$ cat config.mk
export PLATFORM = sky130hd
export DESIGN_NAME = load_store_unit
export DESIGN_NICKNAME = d
export VERILOG_FILES = /design/src/rtl/load_store_unit.sv
export SDC_FILE = /design/constraint.sdc
export NUM_CORES = 1
export LEC_CHECK = 0
export CORE_UTILIZATION = 30
export CTS_CLUSTER_DIAMETER = 50
export DETAILED_ROUTE_END_ITERATION = 8
export PLACE_DENSITY = 0.61
export SETUP_SLACK_MARGIN = 0.2
export SLEW_MARGIN = 25
export SYNTH_ARGS = -nofsm -noshare
export SYNTH_HDL_FRONTEND = slang
export SYNTH_SLANG_ARGS = --single-unit
$ cat constraint.sdc
create_clock -name clk -period 4.7 [get_ports clk]
set_input_delay 0.94 -clock clk [delete_from_list [all_inputs] [get_ports clk]]
set_output_delay 0.94 -clock clk [all_outputs]
set_load 0.005 [all_outputs]
$ cat src/rtl/load_store_unit.sv
// rtl/load_store_unit.sv - aligned byte-laned data-memory access stage with load extension and timeout
//
// Purpose: takes one decoded load/store from the pipeline, runs a single
// req/ready memory transaction and returns the extended load result with
// a one-cycle done pulse. Misaligned accesses and memory timeouts report err.
//
// Ports:
//   clk, rst_n                  clock, asynchronous active-low reset
//   start, dm_en, dm_rw, size,  decoded memory instruction from the pipeline
//   ld_unsigned, addr, st_data
//   busy                        stall request (combinational in the accept cycle)
//   done, err, ld_data          completion pulse, error flag and load result
//   mem_req, mem_we, mem_addr,  memory request side, stable for the whole access
//   mem_be, mem_wdata
//   mem_rdata, mem_ready        memory response side
module load_store_unit #(
    parameter int TIMEOUT = 16
) (
    input  logic        clk,
    input  logic        rst_n,
    input  logic        start,
    input  logic        dm_en,
    input  logic        dm_rw,
    input  logic [1:0]  size,
    input  logic        ld_unsigned,
    input  logic [31:0] addr,
    input  logic [31:0] st_data,
    output logic        busy,
    output logic        done,
    output logic        err,
    output logic [31:0] ld_data,
    output logic        mem_req,
    output logic        mem_we,
    output logic [31:0] mem_addr,
    output logic [3:0]  mem_be,
    output logic [31:0] mem_wdata,
    input  logic [31:0] mem_rdata,
    input  logic        mem_ready
);

    // Counter only needs to reach TIMEOUT-1; keep at least one bit when timeouts are disabled.
    localparam int            CW   = (TIMEOUT > 0) ? $clog2(TIMEOUT + 1) : 1;
    localparam logic [CW-1:0] LAST = CW'((TIMEOUT > 0) ? TIMEOUT - 1 : 0);

    typedef enum logic [1:0] {
        IDLE   = 2'd0,
        ACCESS = 2'd1,
        DONE   = 2'd2
    } state_t;

    state_t        state_q, state_d;
    logic [31:0]   addr_q, addr_d;
    logic [31:0]   wdata_q, wdata_d;
    logic [1:0]    size_q, size_d;
    logic          rw_q, rw_d;
    logic          uns_q, uns_d;
    logic [CW-1:0] cnt_q, cnt_d;
    logic          err_q, err_d;
    logic [31:0]   ld_q, ld_d;

    logic          accept;
    logic          misaligned;
    logic          in_access;
    logic [7:0]    rd_byte;
    logic [15:0]   rd_half;
    logic [31:0]   ld_ext;

    assign accept     = (state_q == IDLE) && start && dm_en;
    assign misaligned = ((size == 2'b01) && addr[0]) || (size[1] && (addr[1:0] != 2'b00));
    assign in_access  = (state_q == ACCESS);

    assign busy      = in_access || accept;
    assign done      = (state_q == DONE);
    assign err       = err_q;
    assign ld_data   = ld_q;
    assign mem_req   = in_access;
    assign mem_we    = in_access && rw_q;
    assign mem_addr  = in_access ? {addr_q[31:2], 2'b00} : 32'd0;

    always_comb begin
        mem_be    = 4'b0000;
        mem_wdata = 32'd0;
        if (in_access) begin
            case (size_q)
                2'b00: begin
                    mem_be    = 4'b0001 << addr_q[1:0];
                    mem_wdata = {4{wdata_q[7:0]}};
                end
                2'b01: begin
                    mem_be    = addr_q[1] ? 4'b1100 : 4'b0011;
                    mem_wdata = {2{wdata_q[15:0]}};
                end
                default: begin
                    mem_be    = 4'b1111;
                    mem_wdata = wdata_q;
                end
            endcase
        end
    end

    // Lane select and extension of the returned word.
    always_comb begin
        rd_byte = 8'd0;
        case (addr_q[1:0])
            2'd0:    rd_byte = mem_rdata[7:0];
            2'd1:    rd_byte = mem_rdata[15:8];
            2'd2:    rd_byte = mem_rdata[23:16];
            default: rd_byte = mem_rdata[31:24];
        endcase
        rd_half = addr_q[1] ? mem_rdata[31:16] : mem_rdata[15:0];
        case (size_q)
            2'b00:   ld_ext = {{24{~uns_q & rd_byte[7]}}, rd_byte};
            2'b01:   ld_ext = {{16{~uns_q & rd_half[15]}}, rd_half};
            default: ld_ext = mem_rdata;
        endcase
    end

    always_comb begin
        state_d = state_q;
        addr_d  = addr_q;
        wdata_d = wdata_q;
        size_d  = size_q;
        rw_d    = rw_q;
        uns_d   = uns_q;
        cnt_d   = cnt_q;
        err_d   = err_q;
        ld_d    = ld_q;
        case (state_q)
            IDLE: begin
                if (accept) begin
                    addr_d  = addr;
                    wdata_d = st_data;
                    size_d  = size;
                    rw_d    = dm_rw;
                    uns_d   = ld_unsigned;
                    cnt_d   = '0;
                    ld_d    = 32'd0;
                    if (misaligned) begin
                        state_d = DONE;
                        err_d   = 1'b1;
                    end else begin
                        state_d = ACCESS;
                        err_d   = 1'b0;
                    end
                end
            end
            ACCESS: begin
                if (mem_ready) begin
                    state_d = DONE;
                    err_d   = 1'b0;
                    ld_d    = rw_q ? 32'd0 : ld_ext;
                end else if ((TIMEOUT > 0) && (cnt_q == LAST)) begin
                    state_d = DONE;
                    err_d   = 1'b1;
                    ld_d    = 32'd0;
                end else begin
                    cnt_d = cnt_q + 1'b1;
                end
            end
            DONE: begin
                state_d = IDLE;
            end
            default: begin
                state_d = IDLE;
            end
        endcase
    end

    always_ff @(posedge clk or negedge rst_n) begin
        if (!rst_n) begin
            state_q <= IDLE;
            addr_q  <= 32'd0;
            wdata_q <= 32'd0;
            size_q  <= 2'b00;
            rw_q    <= 1'b0;
            uns_q   <= 1'b0;
            cnt_q   <= '0;
            err_q   <= 1'b0;
            ld_q    <= 32'd0;
        end else begin
            state_q <= state_d;
            addr_q  <= addr_d;
            wdata_q <= wdata_d;
            size_q  <= size_d;
            rw_q    <= rw_d;
            uns_q   <= uns_d;
            cnt_q   <= cnt_d;
            err_q   <= err_d;
            ld_q    <= ld_d;
        end
    end

endmodule

[Word level (Yosys, flattened, before mapping)]
Index checks and enable logic that the tools add are counted.
Word-level totals
  memories kept: 0
  bits in latches: 0
  memory bits (read-only): 0
  memory bits (writable): 0
  output and inout bits: 105
  word-level logic and storage cells: 69
  register bits after elaboration: 108
Cells by class
  muxes and demuxes: 28
  reductions and logical operators: 16
  div/mod/pow operators: 0
  bitwise gates (word level): 3
  shift-type cells: 1
  multipliers: 0
  add/subtract/negate cells: 1
  equal/unequal tests: 11
  $lt $le $gt $ge: 0
Operators with widths (count)
  32-bit two-way mux: 6
  32-bit one-hot mux with 2 select lines: 3
  8-bit one-hot mux with 3 select lines: 1
  16-bit two-way mux: 1
  5-bit two-way mux: 3
  5-bit one-hot mux with 2 select lines: 1
  2-bit by 1-bit equality test with 1-bit output (second input constant): 4
  2-bit two-way mux: 4
  4-bit two-way mux: 2
  4-bit one-hot mux with 2 select lines: 1
  2-bit zero test: 3
  2-bit != test (second input constant): 3
  5-bit by 1-bit adder with 5-bit output (second input constant): 1
  5-bit by 4-bit equality test with 1-bit output (second input constant): 1
  1-bit logical AND: 5
  2-bit equality test (second input constant): 2
  1-bit two-way mux: 4
  2-bit one-hot mux with 2 select lines: 1
  2-bit AND reduction: 2
  4-bit AND reduction: 1
  2-bit nonzero test: 2
  1-bit by 2-bit left shift with 4-bit output (first input constant): 1
  3-bit by 2-bit != test with 1-bit output (second input constant): 1
  3-bit AND reduction: 1
  other kinds (4): 6

[Depth between registers and ports, before layout]
Gate-level depths: netlist (run 1).
  depth after elaboration: 7
  gate-level depth with buffers: 9
  gate-level depth less buffers: 7

[Least setup slack after synthesis (run 1)]
OpenSTA, ideal clock, no wires.
  kind: input-to-output
  start point: input start
  end point: output busy
  stages on the path: 4
  arrival time: 1.803 ns
  setup slack: 1.957 ns
  path through: nor4bb_1 -> clkbuf_1 -> buf_2 -> or2_2
Between the ends
  word-level cells in the longest chain between the ends: 3
RTL lines
  start: declaration: line 21  | input logic start,
  1-bit logical AND (2 in a row): line 68  | assign accept = (state_q == IDLE) && start && dm_en;
  1-bit logical OR: line 72  | assign busy = in_access || accept;
  end: declaration: line 28  | output logic busy,
Every way passes these cells.

[Worst setup path after layout (run 1)]
  start point: register size_q[1]
  end point: output mem_be[0]
Between the ends
  word-level cells in the longest chain between the ends: 3
RTL lines
  start: declaration: line 54  | logic [1:0] size_q, size_d;
  start signal: assignment: line 184  | size_q <= size_d;
  2-bit by 1-bit equality test with 1-bit output or 2-bit zero test (tied branches): line 84  | case (size_q)
  4-bit one-hot mux with 2 select lines (*): line 84
  4-bit two-way mux (*): line 83  | if (in_access) begin
  end: declaration: line 35  | output logic [3:0] mem_be,
Every way passes the cells marked *; elsewhere a longest branch is shown, timed or not.

==> metrics, run 1 <==
outcome=completed; Total Routed Length=15800 um; effective utilization at floorplan=30.8%; flip-flop and latch count after synthesis=108; routed length per instance=between 15 and 20 um; Distinct cells, synth=43; GRT Resource Usage Total=17.4%; clock-pin slew on the worst setup and hold paths=70 ps; die height=~140 um; Setup Fix Bufs, Post-CTS=0; Max Cap Violations=0; class of the worst hold path=reg -> reg; detailed placement HPWL=11400 um; Overflow after GRT=0; critical path capture point type=output pin; number of warnings issued by yosys=0; maximum fanout along the worst path=45; maximum achievable frequency=0.263 GHz; hold buffers post-CTS=0; worst reg2reg path startpoint=state_q[1]; layout cell share with drive strength beyond 1=17.9%; horizontal die dimension=135 um; total die area=~18000 um^2; Longest Clk Path Bufs=2; number of DRC markers after the initial detailed-route iteration=200; final count of hold timing violations=0; fin crit share=around four fifths; largest cells by area after synthesis=sky130_fd_sc_hd__dfrtp_1 (51%), sky130_fd_sc_hd__mux2_2 (16%), sky130_fd_sc_hd__and2_1 (4.8%), sky130_fd_sc_hd__a21oi_1 (3.5%), sky130_fd_sc_hd__mux2i_1 (3.4%); launch point of the worst path=size_q[1]; antenna violations before repair=1; net total in the final layout=771; Mean Syn Cell Area=about 11 um^2; Final Instance Count excl. Fillers=894; CP Launch Type=flip-flop; Period minus WS final=3810 ps; Slew Limit Headroom=36.9%; clock root buffer master=sky130_fd_sc_hd__clkbuf_16; number of global-route vias before repair=about 4600; fraction of the mapped netlist area in simple logic gates=a little under an eighth; mux contribution to synthesized area=19.6%; Required @ worst endpoint=~3800 ps; FF-to-FF setup slack=1940 ps; quantity of gates resized following cts=0; fraction of the mapped netlist area in compound gates=13.3%; number of port buffers=207; area share of the largest cell type after synthesis=50.6%; Layout Area Growth over Synthesis=48.6%; Post-Route Setup TNS=0 ps; depth of the CTS H-tree=3; clock sink count=108; sequential cell area fraction in the yosys report=50.6%; final number of setup-violating endpoints=0; Pre-antenna DRT Iters=5; Gate Count Post-Synth=between 400 and 500; share of synthesized flip-flops with an asynchronous set or reset=100%; total power divided by cell area=401 nW/um^2; dominant combinational cell family by area after synthesis=multiplexers; filler cell count in the final layout=1572; maximum number of pins on one net before global-route repair=73; Core Area=17400 um^2; antenna fix cells=0; RSZ-0062 raised after global routing=no; count of flip-flops with a built-in enable after synthesis=0; Yosys top cell by area=sky130_fd_sc_hd__dfrtp_1; post-layout util=45.7%; adder-cell share of the synthesized area=0.468%; Rows=48; Routed Antenna Nets=0; critical path class=reg -> out; # DRC=0; Worst IR Drop VDD=210 uV; clock tree from TritonCTS=built; cell count after placement=878; Max Transition Viols Final=0; worst setup path end=mem_be[0]; transition time at the pin with the least slew margin=947 ps; maximum clock skew at final layout=about 5.0 ps; CP Data Arrival Time=2870 ps; total via count in the routed design=4453; io pins=210; Via-to-Cell Ratio=4.98; global-route wire length before repair=24600 um; Most used DFF post-synth=sky130_fd_sc_hd__dfrtp_1; number of CTS-inserted buffers=9; Synth Cell Area=5340 um^2; total leakage power=0.00331 uW; global placer's final weighted congestion=0.848; Clk Latency, worst-skew pair=350 ps; FF-to-FF End=ld_data[26]; cell count of the worst reg-to-reg path=5; Synth Area in XOR/XNOR=0.328%
-- cell usage in the layout, fill, tap and decap left out, types with 9 or more instances in the layout --
cell type / count
sky130_fd_sc_hd__o21ai_0: 19
sky130_fd_sc_hd__a21oi_1: 37
sky130_fd_sc_hd__nor2_1: 34
sky130_fd_sc_hd__clkdlybuf4s50_1: 206
sky130_fd_sc_hd__dfrtp_1: 107
sky130_fd_sc_hd__inv_1: 11
sky130_fd_sc_hd__clkbuf_16: 9
sky130_fd_sc_hd__a221o_2: 10
sky130_fd_sc_hd__a22o_1: 10
sky130_fd_sc_hd__mux2_2: 77
sky130_fd_sc_hd__mux2i_1: 18
sky130_fd_sc_hd__and2_1: 41
sky130_fd_sc_hd__nand2_1: 31
-- worst min-delay path by stage --
| stage | from | endpoint | slack (ps) | depth (start not counted) |
|---|---|---|---|---|
| 6_report | err | err | 490 | 2 |
| 5_1_grt | rst_n | ld_data[26] | 500 | 1 |
| 4_1_cts | rst_n | ld_data[26] | 490 | 1 |
| 3_5_place_dp | ld_data[0] | ld_data[0] | 480 | 2 |
| 3_3_place_gp | cnt_q[4] | cnt_q[4] | 460 | 2 |
| 2_1_floorplan | cnt_q[4] | cnt_q[4] | 450 | 2 |
-- per-layer routing --
metal  vias up  track usage [%]  share of wire [%]
li1       2062                -                  -
met1      2197             20.9                 42
met2       172             29.2                 48
met3        20             6.36                8.8
met4         2             5.12                1.6
met5         -                0              0.057
-- area by class of cell --
cell class | instances | area [um^2] | area share, %
clock inverters | 4 | 95.1 | 1.20
clock buffers | 12 | 256 | 3.23
multi-input cells | 321 | 2450 | 30.9
well taps | 225 | 282 | 3.55
inverters | 12 | 45.0 | 0.567
flip-flops and latches | 108 | 2700 | 34.1
repair buffers | 212 | 2110 | 26.5
-- stage by stage --
stage	power [uW]	instance area [um^2]	hold slack, ps	worst slack [ps]
global route	3370	7940	503	683
global placement	2290	7580	463	1270
finish	3190	7940	488	893
CTS	3230	7940	492	756
detailed placement	2320	7580	479	1140
floorplan	1840	5350	450	1960
-- logic make-up after synthesis --
kind of cell	after synthesis
XOR/XNOR	2
buffers and inverters	48
AO/OA/AOI/OAI	98
other	1
AND/OR/NAND/NOR	122
multiplexers	95
adder cells (fa/ha/maj)	2
flip-flops	108
-- state kept, by name, summed over array words and instances (netlist names) --
register and flops:
addr_q 32, err 1, rw_q 1, ld_data 32, state_q 2, cnt_q 5
uns_q 1, wdata_q 32, size_q 2
-- synth_stat cells, drive strengths merged, types with 7 or more instances --
master / instances
a21oi: 37
a221o: 16
a222oi: 7
a22o: 10
and2: 41
buf: 15
clkbuf: 21
dfrtp: 108
inv: 11
mux2: 77
mux2i: 18
nand2: 31
nor2: 36
o21ai: 20
-- where the power goes --
group          internal, uW  switching (uW)  total [uW]  leakage [uW]
Clock                   550             338         888      0.000173
Sequential             1140             210        1350       0.00135
Combinational           569             380         950       0.00179
Total                  2260             929        3190       0.00331
-- worst max-delay path, stage by stage (launching register included) --
cell	delay (ps)
sky130_fd_sc_hd__dfrtp_2	960
sky130_fd_sc_hd__inv_1	360
sky130_fd_sc_hd__o21ai_1	460
sky130_fd_sc_hd__and2_1	230
sky130_fd_sc_hd__clkdlybuf4s50_1	500
(Power assumes the default switching activity.)
==> inputs of run 2 (changes only) <==
clock period = 3.6 ns   (was 4.7 ns; I/O delays follow)
==> metrics, run 2 (synthesis gave the netlist of run 1 again) <==
FF-to-FF setup slack=1420 ps (-520 ps); global placer's final weighted congestion=0.799 (-5.7%); Worst IR Drop VDD=260 uV (+24%); antenna violations before repair=0 (-1); effective utilization at floorplan=30.8% (unchanged); global-route wire length before repair=24500 um (-0.34%); number of CTS-inserted buffers=9 (unchanged); commonest non-fill, non-tap cell in the layout=sky130_fd_sc_hd__clkdlybuf4s50_1; critical path class=reg -> out; maximum fanout along the worst path=41 (-8.9%); layout cell share with drive strength beyond 1=18.2% (+0.31 points); post-layout util=45.9% (+0.20 points); maximum clock skew at final layout=7.32 ps (+2.35 ps); clock-pin slew on the worst setup and hold paths=70 ps (about the same); detailed placement HPWL=11200 um (-2.4%); Worst path max stage delay=480 ps (-480 ps); Period minus WS final=2980 ps; io pins=210 (unchanged); filler cell count in the final layout=1608 (+2.3%); horizontal die dimension=135 um (unchanged); antenna fix cells=0 (unchanged); clock root buffer master=sky130_fd_sc_hd__clkbuf_16; CP Data Arrival Time=2260 ps (-610 ps); Overflow after GRT=0 (unchanged); clock tree from TritonCTS=built; Layout Area Growth over Synthesis=49.3%; total power divided by cell area=521 nW/um^2 (+30%); Setup Fix Bufs, Post-CTS=0 (unchanged); total die area=18300 um^2 (unchanged); Longest Clk Path Bufs=2 (unchanged); net total in the final layout=777 (+0.78%); GRT Resource Usage Total=17.5% (+0.049 points); class of the worst hold path=in -> async; area of all placed cells without fillers=7970 um^2 (+0.44%); master of the slowest instance on the critical path=sky130_fd_sc_hd__dfrtp_1; Max Transition Viols Final=0 (unchanged); outcome=completed; hold buffers post-CTS=0 (unchanged); launch point of the worst path=state_q[1]; worst slack at placement=629 ps (-508 ps); number of port buffers=207 (unchanged); maximum achievable frequency=around 0.34 GHz; Routed Antenna Nets=0 (unchanged); total leakage power=0.00332 uW (+0.50%); number of DRC markers after the initial detailed-route iteration=234 (+17%); Core Area=17400 um^2 (unchanged); fin crit share=82.7%; cell count of the worst reg-to-reg path=6 (+1); RSZ-0062 raised after global routing=no; Clk Latency, worst-skew pair=350 ps (about the same); critical path capture point type=output pin; Setup WS post-layout=623 ps (-271 ps); Post-Route Setup TNS=0 ps (unchanged); Pre-antenna DRT Iters=4 (-1); routed length per instance=17.4 um (-1.9%); final count of hold timing violations=0 (unchanged); Total Routed Length=15600 um (-1.3%); commonest non-fill, non-tap cells in the layout=sky130_fd_sc_hd__clkdlybuf4s50_1 (206), sky130_fd_sc_hd__dfrtp_1 (107), sky130_fd_sc_hd__mux2_2 (77), sky130_fd_sc_hd__and2_1 (41), sky130_fd_sc_hd__a21oi_1 (37); Rows=48 (unchanged); Critical Path, Cell by Cell=nand2b_2 > clkinv_1 > buf_4 > or2_2 > clkdlybuf4s50_1; number of global-route vias before repair=4544 (-0.98%); Max Cap Violations=0 (unchanged); Slew Limit Headroom=37.7% (+0.78 points); Via-to-Cell Ratio=4.89 (-1.7%); worst reg2reg path startpoint=cnt_q[0]; # DRC=0 (unchanged); Required @ worst endpoint=2880 ps (-880 ps); maximum number of pins on one net before global-route repair=76 (+4.1%); total via count in the routed design=4400 (-1.2%); CP Launch Type=flip-flop; depth of the CTS H-tree=3 (unchanged); FF-to-FF End=ld_data[27]; instance area after placement=7630 um^2 (+0.61%); transition time at the pin with the least slew margin=935 ps (-11.6 ps); worst setup path end=busy; die height=135 um (unchanged); final number of setup-violating endpoints=0 (unchanged); clock sink count=108 (unchanged); quantity of gates resized following cts=0 (unchanged)
-- run 2: worst max-delay path, delay by kind of cell (launching register included) --
| kind | cells | cell delay, ps |
|---|---|---|
| buffers and inverters | 3 | 920 |
| DFF | 1 | 480 |
| and+or+nand+nor | 2 | 510 |
-- run 2: layout make-up --
type                    count  area, um^2  share of cell area [%]
repair buffers            218        2160                    27.0
flip-flops and latches    108        2700                    33.9
multi-input cells         321        2450                    30.7
inverters                  12        45.0                   0.565
clock buffers              11         243                    3.04
clock inverters             4        97.6                    1.22
well taps                 225         282                    3.53
-- run 2: where the power goes --
group / switching, uW / leakage (uW) / total (uW) / internal [uW]
Sequential: 225 / 0.00135 / 1710 / 1490
Clock: 444 / 0.000162 / 1140 / 696
Combinational: 547 / 0.00182 / 1300 / 758
-- run 2: metrics by stage --
stage	hold slack, ps	std cells	total power (uW)
after floorplan	424	477	2410
after global placement	462	884	3010
after detailed placement	470	884	3050
after CTS	487	899	4210
after global routing	438	899	4410
final	381	899	4160
-- run 2: worst min path at each step --
stage               cells after the start  slack (ps)          end  startpoint
floorplan                               0         420    addr_q[0]       rst_n
global placement                        2         460     cnt_q[4]    cnt_q[4]
detailed placement                      2         470     cnt_q[4]    cnt_q[4]
CTS                                     2         490     cnt_q[4]    cnt_q[4]
global route                            1         440  wdata_q[29]       rst_n
finish                                  1         380  ld_data[30]       rst_n
-- run 2: per-layer routing --
layer | up-vias | track usage, % | share of wire (%)
li1 | 2064 | - | -
met1 | 2153 | 21.8 | 43
met2 | 166 | 29.0 | 48
met3 | 17 | 5.16 | 7.2
met4 | 0 | 5.37 | 1.9
met5 | - | 0 | 0
